**src/rtl/twos_comp_pkg.sv**
```systemverilog
// rtl/twos_comp_pkg.sv - shared state and mode encodings for the bit-serial two's-complement converter
package twos_comp_pkg;

    // Controller states: wait for a word, walk its bits, hold the result.
    typedef enum logic [1:0] {
        ST_IDLE  = 2'd0,
        ST_SHIFT = 2'd1,
        ST_DONE  = 2'd2
    } state_t;

    // in_mode encodings.
    localparam logic MODE_NEG = 1'b0;
    localparam logic MODE_ABS = 1'b1;

    // Width of a counter that must reach WIDTH-1.
    function automatic int cnt_width(input int width);
        return (width > 2) ? $clog2(width) : 1;
    endfunction

endpackage

```
**src/rtl/twos_comp_bit_cell.sv**
```systemverilog
// rtl/twos_comp_bit_cell.sv - per-bit copy-until-first-one-then-invert rule
module twos_comp_bit_cell (
    input  logic b,
    input  logic do_neg,
    input  logic seen_one,
    output logic out_bit,
    output logic next_seen_one
);

    // Bits up to and including the first 1 pass through; later bits flip when negating.
    assign out_bit       = b ^ (do_neg & seen_one);
    assign next_seen_one = seen_one | b;

endmodule

```
**src/rtl/twos_comp_serial.sv**
```systemverilog
// rtl/twos_comp_serial.sv - bit-serial negate/abs converter; TWOS_COMP_SATURATE_EN clamps overflow to max positive
module twos_comp_serial
    import twos_comp_pkg::*;
#(
    parameter int WIDTH = 8
) (
    input  logic             clk,
    input  logic             rst,
    input  logic             in_valid,
    output logic             in_ready,
    input  logic [WIDTH-1:0] in_data,
    input  logic             in_mode,
    output logic             out_valid,
    input  logic             out_ready,
    output logic [WIDTH-1:0] out_data,
    output logic             out_ovf
);

    localparam int               CNT_W   = cnt_width(WIDTH);
    localparam logic [CNT_W-1:0] CNT_LAST = CNT_W'(WIDTH - 1);
    localparam logic [WIDTH-1:0] MIN_NEG = {1'b1, {(WIDTH-1){1'b0}}};
    localparam logic [WIDTH-1:0] MAX_POS = {1'b0, {(WIDTH-1){1'b1}}};

    state_t           state_q;
    logic [WIDTH-1:0] src_q;
    logic [WIDTH-1:0] res_q;
    logic [CNT_W-1:0] cnt_q;
    logic             seen_one_q;
    logic             do_neg_q;
    logic             ovf_q;
    logic             in_ready_q;
    logic             out_valid_q;
    logic [WIDTH-1:0] out_data_q;
    logic             out_ovf_q;

    logic             cell_bit;
    logic             seen_one_d;
    logic [WIDTH-1:0] res_d;
    logic [WIDTH-1:0] final_d;
    logic             accept;
    logic             do_neg_d;

    twos_comp_bit_cell u_cell (
        .b             (src_q[0]),
        .do_neg        (do_neg_q),
        .seen_one      (seen_one_q),
        .out_bit       (cell_bit),
        .next_seen_one (seen_one_d)
    );

    // Result bits enter at the MSB so the word is LSB-aligned after WIDTH shifts.
    always_comb begin
        res_d    = {cell_bit, res_q[WIDTH-1:1]};
        accept   = in_valid & in_ready_q;
        do_neg_d = (in_mode == MODE_NEG) | in_data[WIDTH-1];
    end

`ifdef TWOS_COMP_SATURATE_EN
    // Negating the most negative value clamps to the most positive one.
    assign final_d = ovf_q ? MAX_POS : res_d;
`else
    // Negating the most negative value wraps back to itself.
    assign final_d = res_d;
`endif

    // Controller: accept a word, walk it one bit per cycle, hold the result until taken.
    always_ff @(posedge clk) begin
        if (rst) begin
            state_q     <= ST_IDLE;
            src_q       <= '0;
            res_q       <= '0;
            cnt_q       <= '0;
            seen_one_q  <= 1'b0;
            do_neg_q    <= 1'b0;
            ovf_q       <= 1'b0;
            in_ready_q  <= 1'b1;
            out_valid_q <= 1'b0;
            out_data_q  <= '0;
            out_ovf_q   <= 1'b0;
        end else begin
            case (state_q)
                ST_IDLE: begin
                    if (accept) begin
                        src_q      <= in_data;
                        do_neg_q   <= do_neg_d;
                        ovf_q      <= do_neg_d & (in_data == MIN_NEG);
                        cnt_q      <= '0;
                        seen_one_q <= 1'b0;
                        in_ready_q <= 1'b0;
                        state_q    <= ST_SHIFT;
                    end
                end
                ST_SHIFT: begin
                    src_q      <= src_q >> 1;
                    res_q      <= res_d;
                    seen_one_q <= seen_one_d;
                    cnt_q      <= cnt_q + CNT_W'(1);
                    if (cnt_q == CNT_LAST) begin
                        out_data_q  <= final_d;
                        out_ovf_q   <= ovf_q;
                        out_valid_q <= 1'b1;
                        state_q     <= ST_DONE;
                    end
                end
                ST_DONE: begin
                    if (out_ready) begin
                        out_valid_q <= 1'b0;
                        in_ready_q  <= 1'b1;
                        state_q     <= ST_IDLE;
                    end
                end
                default: begin
                    out_valid_q <= 1'b0;
                    in_ready_q  <= 1'b1;
                    state_q     <= ST_IDLE;
                end
            endcase
        end
    end

    assign in_ready  = in_ready_q;
    assign out_valid = out_valid_q;
    assign out_data  = out_data_q;
    assign out_ovf   = out_ovf_q;

endmodule

```
**config.mk**
```make
export PLATFORM = sky130hd
export DESIGN_NAME = twos_comp_serial
export DESIGN_NICKNAME = d
export VERILOG_FILES = /design/src/rtl/twos_comp_pkg.sv /design/src/rtl/twos_comp_bit_cell.sv /design/src/rtl/twos_comp_serial.sv
export SDC_FILE = /design/constraint.sdc
export NUM_CORES = 1
export LEC_CHECK = 0
export ABC_CLOCK_PERIOD_IN_PS = 1700
export CORE_MARGIN = 10
export CORE_UTILIZATION = 35
export DETAILED_ROUTE_END_ITERATION = 8
export PLACE_DENSITY_LB_ADDON = 0.12
export SYNTH_ARGS = -nofsm -noshare
export SYNTH_HDL_FRONTEND = slang
export SYNTH_HIERARCHICAL = 1
export SYNTH_SLANG_ARGS = --single-unit
```
**constraint.sdc**
```tcl
create_clock -name clk -period 1.7 [get_ports clk]
set_clock_uncertainty 0.15 [all_clocks]
set_input_delay 0.17 -clock clk [delete_from_list [all_inputs] [get_ports clk]]
set_output_delay 0.17 -clock clk [all_outputs]
set_load 0.005 [all_outputs]
```
# --- Yosys cells after proc, flatten, opt, wreduce, memory -nomap -nowiden ---
# Cells that the tools add are included.
op_classes:
  addsub: 1
  eq_ne: 7
  mux: 15
  bitwise_logic: 9
  reduce_logical: 8
ops:
  columns: ["cell", "count"]
  rows:
  - ["8-bit one-hot mux with 2 select lines", 1]
  - ["3-bit AND reduction", 3]
  - ["8-bit == test (second input constant)", 1]
  - ["8-bit two-way mux", 1]
  - ["2-bit two-way mux", 3]
  - ["2-bit inequality test (second input constant)", 3]
  - ["1-bit one-hot mux with 3 select lines", 2]
  - ["2-bit one-hot mux with 3 select lines", 1]
  - ["3-bit one-hot mux with 2 select lines", 1]
  - ["2-bit AND reduction", 3]
  - ["1-bit two-way mux", 4]
  - ["3-bit by 1-bit adder with 3-bit output (second input constant)", 1]
  - ["1-bit AND", 3]
  - ["3-bit == test (second input constant)", 1]
  - ["3-bit two-way mux", 1]
  - ["1-bit NOT", 3]
  - ["2-bit by 1-bit == test with 1-bit output (second input constant)", 1]
  - ["2-bit == test (second input constant)", 1]
  - ["2-bit logical NOT", 1]
  - ["1-bit bitwise OR", 2]
  - ["1-bit one-hot mux with 2 select lines", 1]
  - ["2-bit nonzero test", 1]
  - ["1-bit bitwise XOR", 1]
totals:
  reg_bits: 35
  inputBits: 13
  out_inout_bits: 11

# --- Depth between registers and ports, before layout ---
logic_depth:
  word_depth: 3
  depth_mapped: 6

# --- Cells and area by module ---
# Netlist, hierarchy kept.
by_module_without_submodules:
  columns: ["mod", "instances", "cells_each", "area_each_um2", "seq_area_each_um2"]
  rows:
  - ["twos_comp_serial", 1, 169, 1488.9, 680.7]
  - ["twos_comp_bit_cell", 1, 3, 18.8, 0.0]

# --- Worst setup path after synthesis ---
# Ideal clock, no wire load.
synth_timing:
  path_type: "register to register"
  from: "register cnt_q[0]"
  to: "register state_q[0]"
  setup_time_ns: 0.078
  t_arrival_ns: 1.196
  required_time_ns: 1.472
  slack_ns: 0.276
  path_stages_with_launch: 6
  path_buffers: 1
  period_less_slack_ns: 1.424
  cell_sequence: "dfxtp_1 -> ha_1 -> ha_1 -> buf_2 -> mux2_2 -> nor3_1"
synth_between:
  elab_chain_cells: 3
synth_rtl:
  columns: ["item", "line", "source"]
  rows:
  - ["from (decl)", "twos_comp_serial.sv:27", "logic [CNT_W-1:0] cnt_q;"]
  - ["from (signal assigned)", "twos_comp_serial.sv:97", "cnt_q <= cnt_q + CNT_W'(1);"]
  - ["3-bit == test", "twos_comp_serial.sv:98", "if (cnt_q == CNT_LAST) begin"]
  - ["2-bit inequality test (no line)", null, null]
  - ["3-bit AND reduction (no line)", null, null]
  - ["to (signal assigned)", "twos_comp_serial.sv:102", "state_q <= ST_DONE;"]
  - ["to (signal assigned)", "twos_comp_serial.sv:109", "state_q <= ST_IDLE;"]
  - ["to (signal assigned)", "twos_comp_serial.sv:115", "state_q <= ST_IDLE;"]
  - ["to (decl)", "twos_comp_serial.sv:24", "state_t state_q;"]
# No other way between the ends.
# A chain may end at the register's enable or synchronous reset.

# --- Final worst setup path ---
layout_timing:
  from: "register in_ready_q, in the netlist in_ready"
  to: "output port in_ready"
layout_lines:
  columns: ["item", "line", "source"]
  rows:
  - ["from (decl)", "twos_comp_serial.sv:31", "logic in_ready_q;"]
  - ["from (signal assigned)", "twos_comp_serial.sv:76", "in_ready_q <= 1'b1;"]
  - ["from (signal assigned)", "twos_comp_serial.sv:89", "in_ready_q <= 1'b0;"]
  - ["from (signal assigned)", "twos_comp_serial.sv:108", "in_ready_q <= 1'b1;"]
  - ["to (decl)", "twos_comp_serial.sv:10", "output logic in_ready,"]
# No word-level cell between the ends.

==> metrics.txt <==
Layout area overhead 22.9%; Seq cells post-synth 34; H-tree Lvls 2; DRC 0; commonest non-fill, non-tap cell in the layout dfxtp_1; Slowest-stage cell, CP clkdlybuf4s50_1; unique cell type count in the Yosys netlist 30; clock share of power 36.0%; final instance area 0.00185 mm^2; sequential area share after synthesis 45.1%; Worst Max-Slew Pin Slew 383 ps; RD Place Congestion 0.721; global-route wire length before repair 5.47 mm; Boundary Pins 24; layout cells sized above 1 14.3%; Max Clk Rate 0.630 GHz; sw frac 24.9%; CORE AREA 0.00409 mm^2; Inserted Clock Buffers 5; clk slew on worst S/H paths 70 ps; # fillers 400; row count 23; Max FO, Critical Path 6; clock tree buffer depth 2; crit-path cells clkdlybuf4s50_1; Clk Tree Root Cell clkbuf_8; RSZ-0062 raised after global routing no; DP Wirelength 2.26 mm; largest net degree at the start of global routing 36; Static Leak 0.640 nW; Buf+Inv Stages, Crit Path 1; commonest cells after routing, fill and taps aside 34 x dfxtp_1, 29 x nand2_1, 24 x a21oi_1; Setup CP Type reg2out; PortBufs 23; FF/Latch Area 681 um^2; relative slew slack 74.5%; synthesized netlist cell count 172; Post-CTS Resized 0; All-Layer GR Usage 9.15%; outcome finished clean; Post-Route WL 3.32 mm; initial drt markers 77; DR WL/cell 13.5 um; element type at the critical path start flop; fin crit share 93.4%; Int Pwr 1.26 mW; max_cap viols 0; Psw 0.417 mW; Min Hold Slack 303 ps; Nets 210; Vias 1240; HP Class reg2reg; CP endpoint kind output pin; pre-CTS WS 1.53 ps; setup violators final 0; clk sinks 34; post-route setup slack 113 ps; Final Util 45.3%; 1st-pass router iterations 4; n_diodes 0; Chip Height 85.6 um; post-route ant nets 0; Die W 85.6 um; Initial Util 36.9%; Slew Viols, Final 0; Cell Area, Synth 0.00151 mm^2; vias in the first global route 1184; number of vias per cell 5.04; TritonCTS clock tree done; logic gate share of total power 12.9%; Post-Syn Area per Cell 8.77 um^2; syn_nets 187; Max rail drop VDD 440 uV; Worst-Skew Late Latency 280 ps; Final min period 1590 ps; Die ar. 0.00733 mm^2; antenna violations before repair 0; power per cell area 904 mW/mm^2; register share of total power 51.1%; Req. time, crit path 1380 ps; YS warnings 6; Slowest Stage Delay on Critical Path 550 ps; Final Hold Viols 0; Worst EP arrival 1270 ps; placed cell area 0.00175 mm^2; multi-input logic area 707 um^2; GRT overflow 0; CP delay by family, top buffers and inverters; TNS Setup 0 ps
per-layer routing:
layer	global-route usage (%)	vias up	share of wire, %
met4	4.34	0	1.3
met1	10.1	591	48
met2	15.0	16	47
met5	0	-	0
li1	-	629	-
met3	3.60	4	4.0
cells by family after synthesis:
logic type               Yosys count  share of synthesized area [%]
AO/OA/AOI/OAI                     27                           9.46
XOR/XNOR                           1                          0.581
adder cells (fa/ha/maj)            2                           1.66
buffers and inverters             15                           7.97
flip-flops                        34                           45.1
multiplexers                       1                          0.747
AND/OR/NAND/NOR                   92                           34.4
worst register-to-register path: cells and delay by family, from the launching register on:
kind,cells,cell delay (ps)
and+or+nand+nor,3,720
DFF,1,490
power groups by stage:
| stage | logic (mW) | registers (mW) | clock network [mW] |
|---|---|---|---|
| floorplan | 0.168 | 0.865 | 0 |
| global placement | 0.214 | 0.873 | 0 |
| detailed placement | 0.218 | 0.875 | 0 |
| CTS | 0.218 | 0.857 | 0.626 |
| global route | 0.238 | 0.862 | 0.654 |
| finish | 0.216 | 0.857 | 0.603 |
sequential cells by signal (all words and copies together) (netlist names), 2 cells and up:
| signal | cells |
|---|---|
| out_data | 8 |
| src_q | 8 |
| res_q | 7 |
| cnt_q | 3 |
| state_q | 2 |
metrics by stage:
stage	power (mW)	std cells
after floorplan	1.03	172
after global placement	1.09	236
after detailed placement	1.09	236
after CTS	1.70	244
after global routing	1.75	246
final	1.68	246
path summary, 6_finish.rpt:
kind | startpoint | end | slack (ps) | depth (start not counted)
max reg2reg | state_q[1]$_SDFFE_PP0P_ | src_q[0]$_SDFFE_PP0P_ | 230 | 3
max | in_ready$_SDFFE_PP1P_ | in_ready | 110 | 1
min | out_data[0]$_SDFFE_PP0P_ | out_data[0]$_SDFFE_PP0P_ | 300 | 2
min reg2reg | out_data[0]$_SDFFE_PP0P_ | out_data[0]$_SDFFE_PP0P_ | 300 | 2
cells in the mapped netlist:
| library cell | n | area share [%] |
|---|---|---|
| nand2b_1 | 3 | 1.2 |
| xnor2_1 | 1 | 0.58 |
| nor4_2 | 7 | 5.8 |
| nand4bb_4 | 1 | 1.8 |
| buf_1 | 1 | 0.25 |
| and4bb_1 | 1 | 0.83 |
| buf_6 | 7 | 5.2 |
| dfxtp_1 | 34 | 45 |
| o21bai_1 | 1 | 0.50 |
| nor3_2 | 1 | 0.66 |
| inv_1 | 1 | 0.25 |
| nor3b_2 | 1 | 0.83 |
| nand2_1 | 29 | 7.2 |
| nor3_1 | 9 | 3.0 |
| nor4b_1 | 1 | 0.58 |
| mux2_2 | 1 | 0.75 |
| a21oi_1 | 24 | 8.0 |
| buf_2 | 3 | 1.0 |
| buf_4 | 2 | 1.0 |
| o32a_1 | 1 | 0.66 |
| or3b_2 | 1 | 0.58 |
| nor2b_2 | 1 | 0.58 |
| clkbuf_1 | 1 | 0.25 |
| nand3b_1 | 2 | 1.0 |
| nor2_1 | 18 | 4.5 |
| or2_1 | 1 | 0.42 |
| or2_2 | 1 | 0.42 |
| o21ai_0 | 1 | 0.33 |
| nand3_1 | 15 | 5.0 |
| ha_1 | 2 | 1.7 |
final cells by class:
| class | count | area share [%] |
|---|---|---|
| clock inverter | 1 | 0.270 |
| timing repair buffer | 30 | 16.6 |
| inverter | 1 | 0.203 |
| multi-input combinational | 123 | 38.1 |
| clock buffer | 7 | 4.66 |
| tap | 50 | 3.38 |
| sequential | 34 | 36.7 |
repair_timing:
item | CTS | global route
hold buffers | 0 | 0
endpoints found under the setup margin | 0 | 9
buffers inserted | 0 | 2
Note: power is estimated with default switching activity, not from simulation.
